<file path="src/rtl/noise_acq_pkg.sv">
// Shared definitions for the noise acquisition sequencer.
// Holds the register map, FSM state encoding, pattern bit positions and the
// phase table entry layout used by noise_acq_sequencer and noise_acq_div.
package noise_acq_pkg;

  localparam int DUR_W = 16;
  localparam int PAT_W = 4;
  localparam int CNT_W = 16;

  localparam logic [2:0] ADDR_CTRL  = 3'd0;
  localparam logic [2:0] ADDR_IDX   = 3'd1;
  localparam logic [2:0] ADDR_DUR   = 3'd2;
  localparam logic [2:0] ADDR_PAT   = 3'd3;
  localparam logic [2:0] ADDR_DIV   = 3'd4;
  localparam logic [2:0] ADDR_LOOPS = 3'd5;

  localparam int CTRL_START_BIT = 0;
  localparam int CTRL_ABORT_BIT = 1;

  localparam int PAT_SW_ACQ1    = 0;
  localparam int PAT_SW_ACQ2    = 1;
  localparam int PAT_SD_ACQ_EN  = 2;
  localparam int PAT_ACQ_CLK_EN = 3;

  typedef enum logic [1:0] {
    ST_IDLE  = 2'd0,
    ST_FETCH = 2'd1,
    ST_RUN   = 2'd2,
    ST_DONE  = 2'd3
  } state_t;

  typedef struct packed {
    logic [DUR_W-1:0] dur;
    logic [PAT_W-1:0] pat;
  } phase_entry_t;

endpackage

</file>
<file path="src/rtl/noise_acq_div.sv">
// ADC acquisition strobe divider.
// Emits a pulse on the first enabled cycle after a restart, then every
// i_div+1 enabled cycles. i_div = 0 pulses on every enabled cycle.
// Ports:
//   i_clk_sys  system clock
//   i_rst_n    synchronous active-low reset
//   i_restart  rearm so the next enabled cycle pulses
//   i_en       divider advances only while high
//   i_div      divide value
//   o_pulse    one-cycle strobe
module noise_acq_div
  import noise_acq_pkg::*;
(
  input  logic             i_clk_sys,
  input  logic             i_rst_n,
  input  logic             i_restart,
  input  logic             i_en,
  input  logic [DUR_W-1:0] i_div,
  output logic             o_pulse
);

  logic [DUR_W-1:0] r_cnt;

  // Down-counter: terminal count 0 fires the strobe and reloads i_div.
  assign o_pulse = i_en && (r_cnt == '0);

  always_ff @(posedge i_clk_sys) begin
    if (!i_rst_n) begin
      r_cnt <= '0;
    end else if (i_restart) begin
      r_cnt <= '0;
    end else if (i_en) begin
      if (r_cnt == '0) r_cnt <= i_div;
      else             r_cnt <= r_cnt - 1'b1;
    end
  end

endmodule

</file>
<file path="src/rtl/noise_acq_sequencer.sv">
// Table-driven phase sequencer for noise acquisition.
// The DSP loads phase durations/patterns via the write decode, then a start
// command walks the table driving the acquisition switches and the ADC
// sample strobe, finishing with a one-cycle done interrupt.
// Optional feature macro: NOISE_ACQ_LOOP_EN adds the LOOPS register
// (address 5) which repeats the whole table LOOPS extra times.
// Ports:
//   i_clk_sys              system clock
//   i_rst_n                synchronous active-low reset
//   i_wr_en/addr/data      register write strobe, select, data
//   o_sw_acq1/o_sw_acq2    pattern bits 0/1
//   o_sd_acq_en            pattern bit 2
//   o_acq_clk              one-cycle ADC sample strobe
//   o_busy                 sequence in progress
//   o_phase_idx            current phase
//   o_sample_cnt           saturating count of o_acq_clk pulses since start
//   o_done_irq             one-cycle pulse on normal completion
//   o_aborted              sticky abort flag, cleared by an accepted start
//
// state | meaning
// IDLE  | waiting for start
// FETCH | loading the current phase duration, outputs 0
// RUN   | driving the phase pattern for dur cycles
// DONE  | done_irq pulse, then IDLE
module noise_acq_sequencer
  import noise_acq_pkg::*;
#(
  parameter int NPHASE = 8
) (
  input  logic                      i_clk_sys,
  input  logic                      i_rst_n,
  input  logic                      i_wr_en,
  input  logic [2:0]                i_wr_addr,
  input  logic [15:0]               i_wr_data,
  output logic                      o_sw_acq1,
  output logic                      o_sw_acq2,
  output logic                      o_sd_acq_en,
  output logic                      o_acq_clk,
  output logic                      o_busy,
  output logic [$clog2(NPHASE)-1:0] o_phase_idx,
  output logic [CNT_W-1:0]          o_sample_cnt,
  output logic                      o_done_irq,
  output logic                      o_aborted
);

  localparam int              PH_W    = $clog2(NPHASE);
  localparam logic [PH_W-1:0] LAST_PH = PH_W'(NPHASE - 1);

  state_t           r_state;
  state_t           w_state_nxt;
  phase_entry_t     r_table [NPHASE];
  phase_entry_t     w_cur;
  logic [PH_W-1:0]  r_idx;
  logic [PH_W-1:0]  r_phase;
  logic [DUR_W-1:0] r_div;
  logic [DUR_W-1:0] r_dur_cnt;
  logic [CNT_W-1:0] r_sample_cnt;
  logic             r_aborted;

  logic w_ctrl_wr;
  logic w_start;
  logic w_abort;
  logic w_cfg_wr;
  logic w_busy;
  logic w_run;
  logic w_done;
  logic w_seq_start;
  logic w_phase_inc;
  logic w_loop_again;
  logic w_loop_pending;
  logic w_acq_clk;

  assign w_cur     = r_table[r_phase];
  assign w_ctrl_wr = i_wr_en && (i_wr_addr == ADDR_CTRL);
  assign w_abort   = w_ctrl_wr && i_wr_data[CTRL_ABORT_BIT];
  // Abort takes priority over a start in the same write.
  assign w_start   = w_ctrl_wr && i_wr_data[CTRL_START_BIT] && !i_wr_data[CTRL_ABORT_BIT];
  assign w_cfg_wr  = i_wr_en && !w_busy;

  always_comb begin
    w_state_nxt  = r_state;
    w_seq_start  = 1'b0;
    w_phase_inc  = 1'b0;
    w_loop_again = 1'b0;
    w_busy       = 1'b0;
    w_run        = 1'b0;
    w_done       = 1'b0;
    case (r_state)
      ST_IDLE: begin
        if (w_start) begin
          w_state_nxt = ST_FETCH;
          w_seq_start = 1'b1;
        end
      end
      ST_FETCH: begin
        w_busy = 1'b1;
        if (w_abort) begin
          w_state_nxt = ST_IDLE;
        end else if (w_cur.dur == '0) begin
          // dur == 0 is the end-of-table marker
          if (w_loop_pending) begin
            w_loop_again = 1'b1;
            w_state_nxt  = ST_FETCH;
          end else begin
            w_state_nxt = ST_DONE;
          end
        end else begin
          w_state_nxt = ST_RUN;
        end
      end
      ST_RUN: begin
        w_busy = 1'b1;
        w_run  = 1'b1;
        if (w_abort) begin
          w_state_nxt = ST_IDLE;
        end else if (r_dur_cnt == DUR_W'(1)) begin
          if (r_phase == LAST_PH) begin
            if (w_loop_pending) begin
              w_loop_again = 1'b1;
              w_state_nxt  = ST_FETCH;
            end else begin
              w_state_nxt = ST_DONE;
            end
          end else begin
            w_phase_inc = 1'b1;
            w_state_nxt = ST_FETCH;
          end
        end
      end
      ST_DONE: begin
        w_done      = 1'b1;
        w_state_nxt = ST_IDLE;
      end
      default: w_state_nxt = ST_IDLE;
    endcase
  end

  always_ff @(posedge i_clk_sys) begin
    if (!i_rst_n) r_state <= ST_IDLE;
    else          r_state <= w_state_nxt;
  end

  always_ff @(posedge i_clk_sys) begin
    if (!i_rst_n) begin
      for (int i = 0; i < NPHASE; i++) r_table[i] <= '0;
      r_idx <= '0;
      r_div <= '0;
    end else if (w_cfg_wr) begin
      case (i_wr_addr)
        ADDR_IDX: r_idx              <= i_wr_data[PH_W-1:0];
        ADDR_DUR: r_table[r_idx].dur <= i_wr_data;
        ADDR_PAT: r_table[r_idx].pat <= i_wr_data[PAT_W-1:0];
        ADDR_DIV: r_div              <= i_wr_data;
        default: ;
      endcase
    end
  end

  always_ff @(posedge i_clk_sys) begin
    if (!i_rst_n) begin
      r_phase      <= '0;
      r_dur_cnt    <= '0;
      r_sample_cnt <= '0;
      r_aborted    <= 1'b0;
    end else begin
      if (w_seq_start || w_loop_again) r_phase <= '0;
      else if (w_phase_inc)            r_phase <= r_phase + 1'b1;
      else if (w_state_nxt == ST_IDLE) r_phase <= '0;

      if (r_state == ST_FETCH)    r_dur_cnt <= w_cur.dur;
      else if (r_state == ST_RUN) r_dur_cnt <= r_dur_cnt - 1'b1;

      if (w_seq_start)
        r_sample_cnt <= '0;
      else if (w_acq_clk && (r_sample_cnt != '1))
        r_sample_cnt <= r_sample_cnt + 1'b1;

      if (w_abort)          r_aborted <= 1'b1;
      else if (w_seq_start) r_aborted <= 1'b0;
    end
  end

`ifdef NOISE_ACQ_LOOP_EN
  logic [15:0] r_loops;
  logic [15:0] r_loop_cnt;

  always_ff @(posedge i_clk_sys) begin
    if (!i_rst_n) begin
      r_loops    <= '0;
      r_loop_cnt <= '0;
    end else begin
      if (w_cfg_wr && (i_wr_addr == ADDR_LOOPS)) r_loops <= i_wr_data;
      if (w_seq_start)       r_loop_cnt <= r_loops;
      else if (w_loop_again) r_loop_cnt <= r_loop_cnt - 1'b1;
    end
  end

  assign w_loop_pending = (r_loop_cnt != '0);
`else
  assign w_loop_pending = 1'b0;
`endif

  // Not in RUN means rearm, so every phase starts with a strobe.
  noise_acq_div u_div (
    .i_clk_sys (i_clk_sys),
    .i_rst_n   (i_rst_n),
    .i_restart (!w_run),
    .i_en      (w_run && w_cur.pat[PAT_ACQ_CLK_EN]),
    .i_div     (r_div),
    .o_pulse   (w_acq_clk)
  );

  assign o_sw_acq1    = w_run && w_cur.pat[PAT_SW_ACQ1];
  assign o_sw_acq2    = w_run && w_cur.pat[PAT_SW_ACQ2];
  assign o_sd_acq_en  = w_run && w_cur.pat[PAT_SD_ACQ_EN];
  assign o_acq_clk    = w_acq_clk;
  assign o_busy       = w_busy;
  assign o_phase_idx  = r_phase;
  assign o_sample_cnt = r_sample_cnt;
  assign o_done_irq   = w_done;
  assign o_aborted    = r_aborted;

endmodule
</file>
<file path="config.mk">
export PLATFORM = sky130hd
export DESIGN_NAME = noise_acq_sequencer
export DESIGN_NICKNAME = d
export VERILOG_FILES = /design/src/rtl/noise_acq_pkg.sv /design/src/rtl/noise_acq_div.sv /design/src/rtl/noise_acq_sequencer.sv
export SDC_FILE = /design/constraint.sdc
export NUM_CORES = 1
export LEC_CHECK = 0
export ABC_AREA = 1
export BUFFER_PORTS_ARGS = -buffer_cell sky130_fd_sc_hd__buf_2
export CAP_MARGIN = 25
export CORE_ASPECT_RATIO = 1.5
export CORE_MARGIN = 2
export CORE_UTILIZATION = 55
export DETAILED_ROUTE_END_ITERATION = 8
export PLACE_DENSITY_LB_ADDON = 0.12
export SLEW_MARGIN = 20
export SYNTH_ARGS = -nofsm -noshare
export SYNTH_HDL_FRONTEND = slang
export SYNTH_SLANG_ARGS = --single-unit
</file>
<file path="constraint.sdc">
create_clock -name i_clk_sys -period 3.95 [get_ports i_clk_sys]
set_clock_uncertainty 0.05 [all_clocks]
set_input_delay 0.1975 -clock i_clk_sys [delete_from_list [all_inputs] [get_ports i_clk_sys]]
set_output_delay 0.1975 -clock i_clk_sys [all_outputs]
set_load 0.1 [all_outputs]
</file>
==> flow_summary.json, run 1 <==
{
  "gr-usage-met3": 0.0247,
  "fp-row-count": 64,
  "antenna_found_initial": 0,
  "critPathLaunchType": "register",
  "fill_cells": 1834,
  "p_int_uw": 4140,
  "p_sw_uw": 1140,
  "drt-vias-per-instance": 5.66,
  "status": "finished, final reports clean",
  "place_congestion": 0.932,
  "worstPathMaxFanout": 17,
  "clkTransAtPathRegs_ps": 60,
  "setup_viol_count_final": 0,
  "critPathSlowestCell": "nor3_2",
  "worstSetupPathType": "reg2reg",
  "max-cap-violations": 0,
  "slowest_delay_ps": 650,
  "hold_viol_final": 0,
  "placed_cells": 1638,
  "via_count": 9530,
  "multi_input_area_mm2": 0.00427,
  "cts_sinks": 236,
  "regArea_mm2": 0.00633,
  "fin_area_mm2": 0.0127,
  "finalCriticalPeriod_ps": 3210,
  "port-buffer-count": 47,
  "core_area_mm2": 0.0203,
  "worstPathCellList": "inv_1 > ha_1 > nor2_1 > inv_1 > nor3_2 > nand2_1 > buf_4 > nand2_1",
  "clockPowerShare": 0.439,
  "setup_ws_ps": 743,
  "overflow": 0,
  "grt_max_degree": 74,
  "finalCritPeriodShare": 0.812,
  "final_core_util": 0.625,
  "post_cts_resized": 0,
  "ir_drop_mv": 0.636,
  "p_sw_frac": 0.216,
  "netlist_area_mm2": 0.0114,
  "hp-class": "in2reg",
  "async_flop_share": 0,
  "final_common_cell": "nor2_1",
  "fmax_mhz": 312,
  "hpwl_um": 21600,
  "most-common-layout-cells": "nor2_1 (307), nand2_1 (243), edfxtp_1 (160)",
  "fin_nets": 1438,
  "yosysUniqueCellTypes": 42,
  "wire_per_inst_um": 18.7,
  "worst_pin_slew_ps": 882,
  "dp_slack_ps": 785,
  "drt-initial-drc-count": 1071,
  "ys_seq_area_frac": 0.555,
  "comb_power_share": 0.046,
  "synthCells": 1368,
  "stdcell_count": 1685,
  "antenna_cells": 0,
  "grt_pass1_vias": 9420,
  "cp.required_ps": 4040,
  "seqPwrFrac": 0.515,
  "synthTopCellsByArea": "edfxtp_1 (42%), dfxtp_1 (13%), nor2_1 (10%)",
  "grt_use_met1": 0.348,
  "avgSynthCellArea_um2": 8.33,
  "die_area_mm2": 0.0219,
  "track_usage": 0.292,
  "synth_seq_cells": 236,
  "slew_headroom": 0.408,
  "synth-main-ff-cell": "edfxtp_1",
  "ctsHtreeMaxLevel": 1,
  "clock-root-buffer": "clkbuf_16",
  "placed_cell_area_mm2": 0.0119,
  "cts_tree": "yes",
  "worst-path-buf-inv": 3,
  "setup_tns_ps": 0,
  "ys_warn_count": 0,
  "drv_slew": 0,
  "synth_edf_count": 160,
  "cp-end-kind": "register",
  "yosys.area.top_type": "edfxtp_1",
  "busiest_layer": "met2",
  "grt_use_met2": 0.536,
  "p_leak_uw": 0.00524,
  "clock_path_buffers": 3,
  "path_delay_family": "simple AND/OR/NAND/NOR gates",
  "cts_made_buffers": 23,
  "worstPathArrival_ps": 3300,
  "ant_nets": 0,
  "clock_latency_ps": 520,
  "power_density_mw_per_mm2": 416,
  "grt_pass1_wl_um": 49600,
  "io_pins": 48,
  "dr.pass1.iters": 6,
  "drcViolationCount": 0,
  "synth_top_area_share": 0.421,
  "synth_nets": 1402,
  "rsz0062_at_grt": "no",
  "dieHeight_um": 180,
  "die_w_um": 122,
  "finalWirelength_um": 31400,
  "initial_core_util": 0.561,
  "final_layout_size_suffix_gt1_frac": 0.0859,
  "syn_to_final_growth_pct": 11.4
}
Yosys cell counts (all sizes together), types with 8 or more instances:
cell	number
a21oi	83
a31oi	8
buf	21
clkbuf	40
clkinv	17
dfxtp	76
edfxtp	160
ha	12
inv	124
nand2	244
nand3	71
nand4	11
nor2	309
nor3	31
o211ai	8
o21ai	114
xor2	14
state kept, by name (all words and copies together) (netlist names), named ones only:
name,cells
r_div,16
u_div.r_cnt,16
o_sample_cnt,16
r_dur_cnt,16
o_aborted,1
r_table,160
r_state,2
o_phase_idx,3
r_idx,3
final cells by class:
class,count,area share
sequential,236,0.498
tap,264,0.0260
inverter,141,0.0421
multi-input combinational,930,0.336
timing repair buffer,72,0.0353
clock buffer,30,0.0497
clock inverter,12,0.0130
worst paths after layout:
| check | startpoint | endpoint | slack, ps | depth (start not counted) |
|---|---|---|---|---|
| setup / recovery | r_state[0]$_SDFF_PN0_ | r_table[6][18]$_SDFFCE_PN0P_ | 740 | 8 |
| hold / removal | i_wr_addr[1] | r_idx[0]$_SDFFE_PN0P_ | 40 | 3 |
| setup reg to reg | r_state[0]$_SDFF_PN0_ | r_table[6][18]$_SDFFCE_PN0P_ | 740 | 8 |
| hold reg to reg | r_div[0]$_SDFFE_PN0P_ | r_div[0]$_SDFFE_PN0P_ | 400 | 2 |
power by group through the flow:
stage	registers [uW]	logic, uW	clock network [uW]
2_1_floorplan	2770	142	0
3_3_place_gp	2770	231	0
3_5_place_dp	2780	235	0
4_1_cts	2720	240	2330
5_1_grt	2730	265	2420
6_report	2720	242	2320
cell families (layout without fill, tap and decap cells):
logic type,Yosys count,after routing,share of synthesized area
and+or+nand+nor,679,679,0.245
DFF,236,236,0.555
AOI/OAI and AO/OA,224,224,0.104
buffers and inverters,202,255,0.0711
xor gates and xnor gates,15,15,0.0115
adders and majority gates,12,12,0.0132
layer usage:
layer	share of wire	wire length, um	up-vias
met5	0	0	-
met1	0.37	11600	4495
met3	0.058	1810	75
li1	-	-	4588
met4	0.040	1270	0
met2	0.53	16800	372
worst reg2reg max path, cell delays in order, from the launching register on:
cell and delay, ps:
dfxtp_1 400, inv_1 110, ha_1 450, nor2_1 200
inv_1 100, nor3_2 650, nand2_1 130, buf_4 240
nand2_1 510
through the flow:
step                total power, uW  hold WS [ps]
CTS                            5290          29.4
global placement               3010           384
global route                   5410          61.6
finish                         5290          41.2
floorplan                      2910           341
detailed placement             3010           389
timing repair:
| item | in CTS | in global routing |
|---|---|---|
| endpoints found under the hold margin | 5 | 0 |
| hold buffers | 5 | 0 |
| setup buffers | 0 | 0 |
Power figures use the tool's default switching activity.
==> run 2, diff against run 1 <==
--- a/config.mk
+++ b/config.mk
@@ -5,7 +5,7 @@
 export SDC_FILE = /design/constraint.sdc
 export NUM_CORES = 1
 export LEC_CHECK = 0
-export ABC_AREA = 1
+export ABC_AREA = 0
 export BUFFER_PORTS_ARGS = -buffer_cell sky130_fd_sc_hd__buf_2
 export CAP_MARGIN = 25
 export CORE_ASPECT_RATIO = 1.5
==> constraint.sdc (replaced) <==
create_clock -name i_clk_sys -period 2.8 [get_ports i_clk_sys]
set_clock_uncertainty 0.05 [all_clocks]
set_input_delay 0.14 -clock i_clk_sys [delete_from_list [all_inputs] [get_ports i_clk_sys]]
set_output_delay 0.14 -clock i_clk_sys [all_outputs]
set_load 0.1 [all_outputs]
==> run 2 against run 1 <==
Compared with the run above: count of clock-buffer cells in the layout shrank 3; clock power grew 51%; worst hold slack lost 23 ps; sequential share of layout area shrank 2.8 points; area after synthesis grew 2.1%; global-route usage shrank 2.8 points; combinational power grew 52%; die area grew 2.0%; non-clock buffer count grew 38; critical path type is now reg2out; highest routed layer unchanged; design area grew 6.0%.
==> flow_summary.json, run 2 <==
{
  "status": "finished, final reports clean",
  "largest_reg_flops": 160,
  "place_congestion": 0.930,
  "critPathLaunchType": "register",
  "initial_core_util": 0.557,
  "cts_tree": "yes",
  "io_pins": 48,
  "worstSetupPathType": "reg2out",
  "p_leak_uw": 0.00490,
  "port-buffer-count": 47,
  "grt_pass1_wl_um": 45200,
  "antenna_found_initial": 0,
  "overflow": 0,
  "dieHeight_um": 182,
  "worstPathArrival_ps": 2490,
  "met3_length_um": 1310,
  "clock_latency_ps": 520,
  "die_area_mm2": 0.0224,
  "max-cap-violations": 0,
  "core_area_mm2": 0.0209,
  "hp-class": "in2reg",
  "synth_nets": 1052,
  "ys_warn_count": 0,
  "drt-vias-per-instance": 6.11,
  "clock_path_buffers": 3,
  "synth_edf_count": 160,
  "r2r-end": "r_state[0]$_SDFF_PN0_",
  "finalWirelength_um": 29200,
  "hpwl_um": 20100,
  "grt_max_degree": 28,
  "yosys.area.top_type": "edfxtp_1",
  "holdWs_ps": 18.5,
  "dr.pass1.iters": 5,
  "cp.required_ps": 2610,
  "fmax_mhz": 373,
  "wire_per_inst_um": 21.3,
  "yosys-top-cells-count": "and2_1 (163), edfxtp_1 (160), dfxtp_1 (76), nand2_1 (74), a21oi_1 (56)",
  "grt_pass1_vias": 8158,
  "synthTopCellsByArea": "edfxtp_1 (41%), dfxtp_1 (13%), and2_1 (8.8%)",
  "regMostFlops": "r_table",
  "cp-end-kind": "output port",
  "avgSynthCellArea_um2": 11.4,
  "ant_nets": 0,
  "yosysUniqueCellTypes": 67,
  "setup_viol_count_final": 0,
  "netlist_area_mm2": 0.0116,
  "ctsHtreeMaxLevel": 1,
  "setup_tns_ps": 0,
  "r2r_setup_slack_ps": 180,
  "fill_cells": 1621,
  "cts_made_buffers": 23,
  "worstPathMaxFanout": 14,
  "clock-root-buffer": "clkbuf_16",
  "highest_layer": "met4",
  "synth_seq_cells": 236,
  "ys_seq_area_frac": 0.543,
  "track_usage": 0.264,
  "crit_end": "o_acq_clk",
  "final_layout_size_suffix_gt1_frac": 0.195,
  "synth-main-ff-cell": "edfxtp_1",
  "drt-initial-drc-count": 618,
  "most-common-layout-cells": "and2_1 (163), edfxtp_1 (160), nand2_1 (74)",
  "final_common_cell": "and2_1",
  "fp-row-count": 65,
  "power_density_mw_per_mm2": 573,
  "rsz0062_at_grt": "no",
  "worst_pin_slew_ps": 878,
  "drcViolationCount": 0,
  "finalCriticalPeriod_ps": 2680,
  "clkTransAtPathRegs_ps": 60,
  "placed_cells": 1316,
  "async_flop_share": 0,
  "die_w_um": 123,
  "synth_top_area_share": 0.413,
  "syn_to_final_growth_pct": 15.7,
  "slew_headroom": 0.407,
  "fin_nets": 1122,
  "yosysMostFrequentCell": "and2_1",
  "r2r_cells": 5,
  "finalCritPeriodShare": 0.957,
  "drv_slew": 0,
  "ir_drop_mv": 0.519,
  "stdcell_count": 1373,
  "hold_viol_final": 0,
  "via_count": 8384,
  "wl_met1_um": 11900,
  "cts_sinks": 236,
  "antenna_cells": 0,
  "synthCells": 1018,
  "wl_met2_um": 15300
}
-- run 2: cell count changes after synthesis, sizes merged, moves of 14 or more --
cell,before,now
nor2,309,45
nand2,244,74
and2,0,163
inv,124,22
o21ai,114,53
nand3,71,13
mux4,0,39
a21oi,83,56
mux2i,0,22
clkinv,17,0
o31ai,1,17
or4,0,14
xor2,14,0
-- run 2: how the worst min path moves through the flow --
stage / from / end / slack [ps] / depth (start not counted)
floorplan: i_wr_data[10] / r_div[10]$_SDFFE_PN0P_ / 230 / 2
global placement: o_aborted$_SDFFE_PN0P_ / o_aborted$_SDFFE_PN0P_ / 390 / 2
detailed placement: r_div[12]$_SDFFE_PN0P_ / r_div[12]$_SDFFE_PN0P_ / 400 / 2
CTS: i_wr_data[3] / r_div[3]$_SDFFE_PN0P_ / 10 / 3
global route: i_wr_data[3] / r_div[3]$_SDFFE_PN0P_ / 30 / 3
finish: i_wr_data[3] / r_div[3]$_SDFFE_PN0P_ / 20 / 3
-- run 2: where the power goes --
group          total, uW  internal, uW  switching [uW]
Combinational        369           132             237
Clock               3500          2170            1340
Sequential          3840          3800            40.8
-- run 2: what timing repair did --
item / 4_1_cts / 5_1_grt
endpoints found under the setup margin: 2 / 17
resized for setup: 2 / 2
hold buffers: 13 / 0
setup buffers: 1 / 0
pin swaps: 2 / 0
gates cloned: 1 / 0
hold endpoints to repair: 13 / 0
-- run 2: kinds of logic after synthesis --
logic type               count (synthesis)  share of synthesized area
AO/OA/AOI/OAI                          195                      0.107
adder cells (fa/ha/maj)                 12                     0.0129
buffers and inverters                   88                     0.0310
flip-flops                             236                      0.543
multiplexers                            63                     0.0963
AND/OR/NAND/NOR                        424                      0.209
-- run 2: final cells by class --
type                            instances  area (um^2)  share of cell area
Timing Repair Buffer                  110          810              0.0601
Clock inverter                         15          228              0.0169
Tap cell                              268          335              0.0249
Multi-Input combinational cell        695         5050               0.375
Inverter                               22         82.6             0.00613
Sequential cell                       236         6330               0.470
Clock buffer                           27          632              0.0469
-- run 2: worst max-delay path, stage by stage, from the launching register on --
cell and delay, ps:
dfxtp_4 510, mux4_2 550, mux2_2 360, nand4_4 200, inv_1 120, buf_6 200
-- run 2: metal layers --
layer,GRT usage,vias up
met5,0,-
met1,0.337,4165
met3,0.0247,38
met4,0.0777,0
li1,-,3951
met2,0.470,230
-- run 2: per-stage QoR --
| step | utilization | cell area (um^2) | total power, uW | worst slack, ps |
|---|---|---|---|---|
| after floorplan | - | 11700 | 4090 | 21.8 |
| after CTS | 0.644 | 13500 | 7750 | 56.1 |
| after global routing | 0.644 | 13500 | 7920 | 25.5 |
| final | 0.644 | 13500 | 7710 | 121 |
| after global placement | 0.596 | 12400 | 4260 | 178 |
| after detailed placement | 0.596 | 12400 | 4270 | 105 |
==> run 3, diff against run 2 <==
==> constraint.sdc (replaced) <==
create_clock -name i_clk_sys -period 2.8 [get_ports i_clk_sys]
set_clock_uncertainty 0.05 [all_clocks]
set_input_delay 0.84 -clock i_clk_sys [delete_from_list [all_inputs] [get_ports i_clk_sys]]
set_output_delay 0.84 -clock i_clk_sys [all_outputs]
set_load 0.1 [all_outputs]
==> run 3 against run 2 <==
Compared with the run above: the flow now finishes with violations (negative setup slack); sequential cell count stayed put; worst hold slack improved by 380 ps; global-route usage grew 1.2 points; register-to-register slack about the same; non-clock buffer count up 10; die area is the same; combinational power is 3% higher; clock power down 3%; largest power group unchanged.
==> flow_summary.json, run 3 (same netlist as run 2, synthesis figures left out) <==
{
  "hold_viol_final": 0,
  "fill_cells": 1675,
  "dp_slack_ps": -8.31,
  "cts_made_buffers": 24,
  "regArea_mm2": 0.00634,
  "ant_nets": 0,
  "setup_tns_ps": -621,
  "hp-class": "reg2reg",
  "cts_hold_buf": 0,
  "antenna_cells": 0,
  "holdWs_ps": 400,
  "worstPathArrival_ps": 2130,
  "cp.required_ps": 1910,
  "p_sw_frac": 0.216,
  "clock_path_buffers": 3,
  "syn_to_final_growth_pct": 17.2,
  "drv_slew": 0,
  "most-common-layout-cells": "and2_1 (163), edfxtp_1 (160), nand2_1 (74)",
  "die_w_um": 123,
  "io_pins": 48,
  "cts_sinks": 236,
  "worstSetupPathType": "reg2out",
  "p_sw_uw": 1650,
  "finalWirelength_um": 30000,
  "fin_nets": 1132,
  "total_power_uw": 7620,
  "fp-row-count": 65,
  "power_density_mw_per_mm2": 559,
  "clock-root-buffer": "clkbuf_16",
  "drt-initial-drc-count": 516,
  "grt_pass1_vias": 8401,
  "drt-vias-per-instance": 6.04,
  "drcViolationCount": 0,
  "initial_core_util": 0.557,
  "seqPwrFrac": 0.504,
  "final_common_cell": "and2_1",
  "setup_ws_ps": -218,
  "p_leak_uw": 0.00498,
  "antenna_found_initial": 0,
  "final_layout_size_suffix_gt1_frac": 0.219,
  "r2r_setup_slack_ps": 170,
  "clockPowerShare": 0.446,
  "p_int_uw": 5970,
  "max-cap-violations": 0,
  "r2r_cells": 8,
  "slew_headroom": 0.424,
  "ctsHtreeMaxLevel": 1,
  "placed_cell_area_mm2": 0.0127,
  "status": "finished with violations",
  "dieHeight_um": 182,
  "ir_drop_mv": 0.552,
  "setup_viol_count_final": 4,
  "comb_power_share": 0.050,
  "fmax_mhz": 331,
  "finalCriticalPeriod_ps": 3020,
  "largest_reg_flops": 160,
  "dr.pass1.iters": 5,
  "hpwl_um": 20700,
  "worst_pin_slew_ps": 853,
  "track_usage": 0.275,
  "clkTransAtPathRegs_ps": 60,
  "violations": "negative setup slack",
  "clock_latency_ps": 530,
  "finalCritPeriodShare": 1.08,
  "wire_per_inst_um": 21.6,
  "critPathLaunchType": "register",
  "cts_tree": "yes",
  "place_congestion": 0.868,
  "grt_max_degree": 33,
  "via_count": 8359,
  "regMostFlops": "r_table",
  "core_area_mm2": 0.0209,
  "cp-end-kind": "output port",
  "worstPathMaxFanout": 5,
  "grt_pass1_wl_um": 46900,
  "holdPathStages": 2,
  "port-buffer-count": 47,
  "die_area_mm2": 0.0224,
  "multi_input_area_mm2": 0.00508,
  "overflow": 0,
  "fin_area_mm2": 0.0136,
  "rsz0062_at_grt": "yes"
}
run 3: changes by cell type in the layout (fill, tap and decap cells not counted), moves of 4 or more:
| cell | change |
|---|---|
| dlygate4sd3_1 | -13 |
| clkbuf_1 | +4 |
| buf_4 | +16 |
| buf_12 | +7 |
| buf_2 | -4 |
run 3: critical path: stages (launching register included):
cell	delay, ps
dfxtp_4	380
mux4_2	520
mux2_4	320
nand4_4	90
clkinvlp_4	120
buf_12	180
run 3: path summary, 6_finish.rpt:
kind	start	endpoint
min	r_div[6]$_SDFFE_PN0P_	r_div[6]$_SDFFE_PN0P_
max reg2reg	r_state[0]$_SDFF_PN0_	r_table[1][15]$_SDFFCE_PN0P_
max	register	o_acq_clk
min reg2reg	r_div[6]$_SDFFE_PN0P_	r_div[6]$_SDFFE_PN0P_
run 3: final cells by class:
type,instances,share of cell area
sequential,236,0.465
multi-input combinational,694,0.372
tap,268,0.0246
inverter,22,0.00633
timing repair buffer,120,0.0710
clock buffer,31,0.0482
clock inverter,13,0.0130
run 3: power by group through the flow:
stage          registers [uW]  logic [uW]  clock network (uW)
4_1_cts                  3840         379                3440
3_3_place_gp             3910         367                   0
5_1_grt                  3850         409                3580
2_1_floorplan            3900         193                   0
6_report                 3840         380                3400
3_5_place_dp             3920         373                   0
run 3: repair_timing:
item,CTS,global route
setup endpoints to repair,5,82
gates resized for setup,17,6
gates cloned,0,0
pin swaps,1,2
setup buffers,3,2
run 3: per-stage QoR:
stage | utilization | instances
2_1_floorplan | - | 1018
3_3_place_gp | 0.606 | 1335
3_5_place_dp | 0.606 | 1335
4_1_cts | 0.651 | 1382
5_1_grt | 0.653 | 1384
6_report | 0.653 | 1384
run 3: layer usage:
metal,part of all wire,GRT usage
met3,0.038,0.0266
met1,0.39,0.329
met5,0,0
met4,0.031,0.0910
met2,0.54,0.509
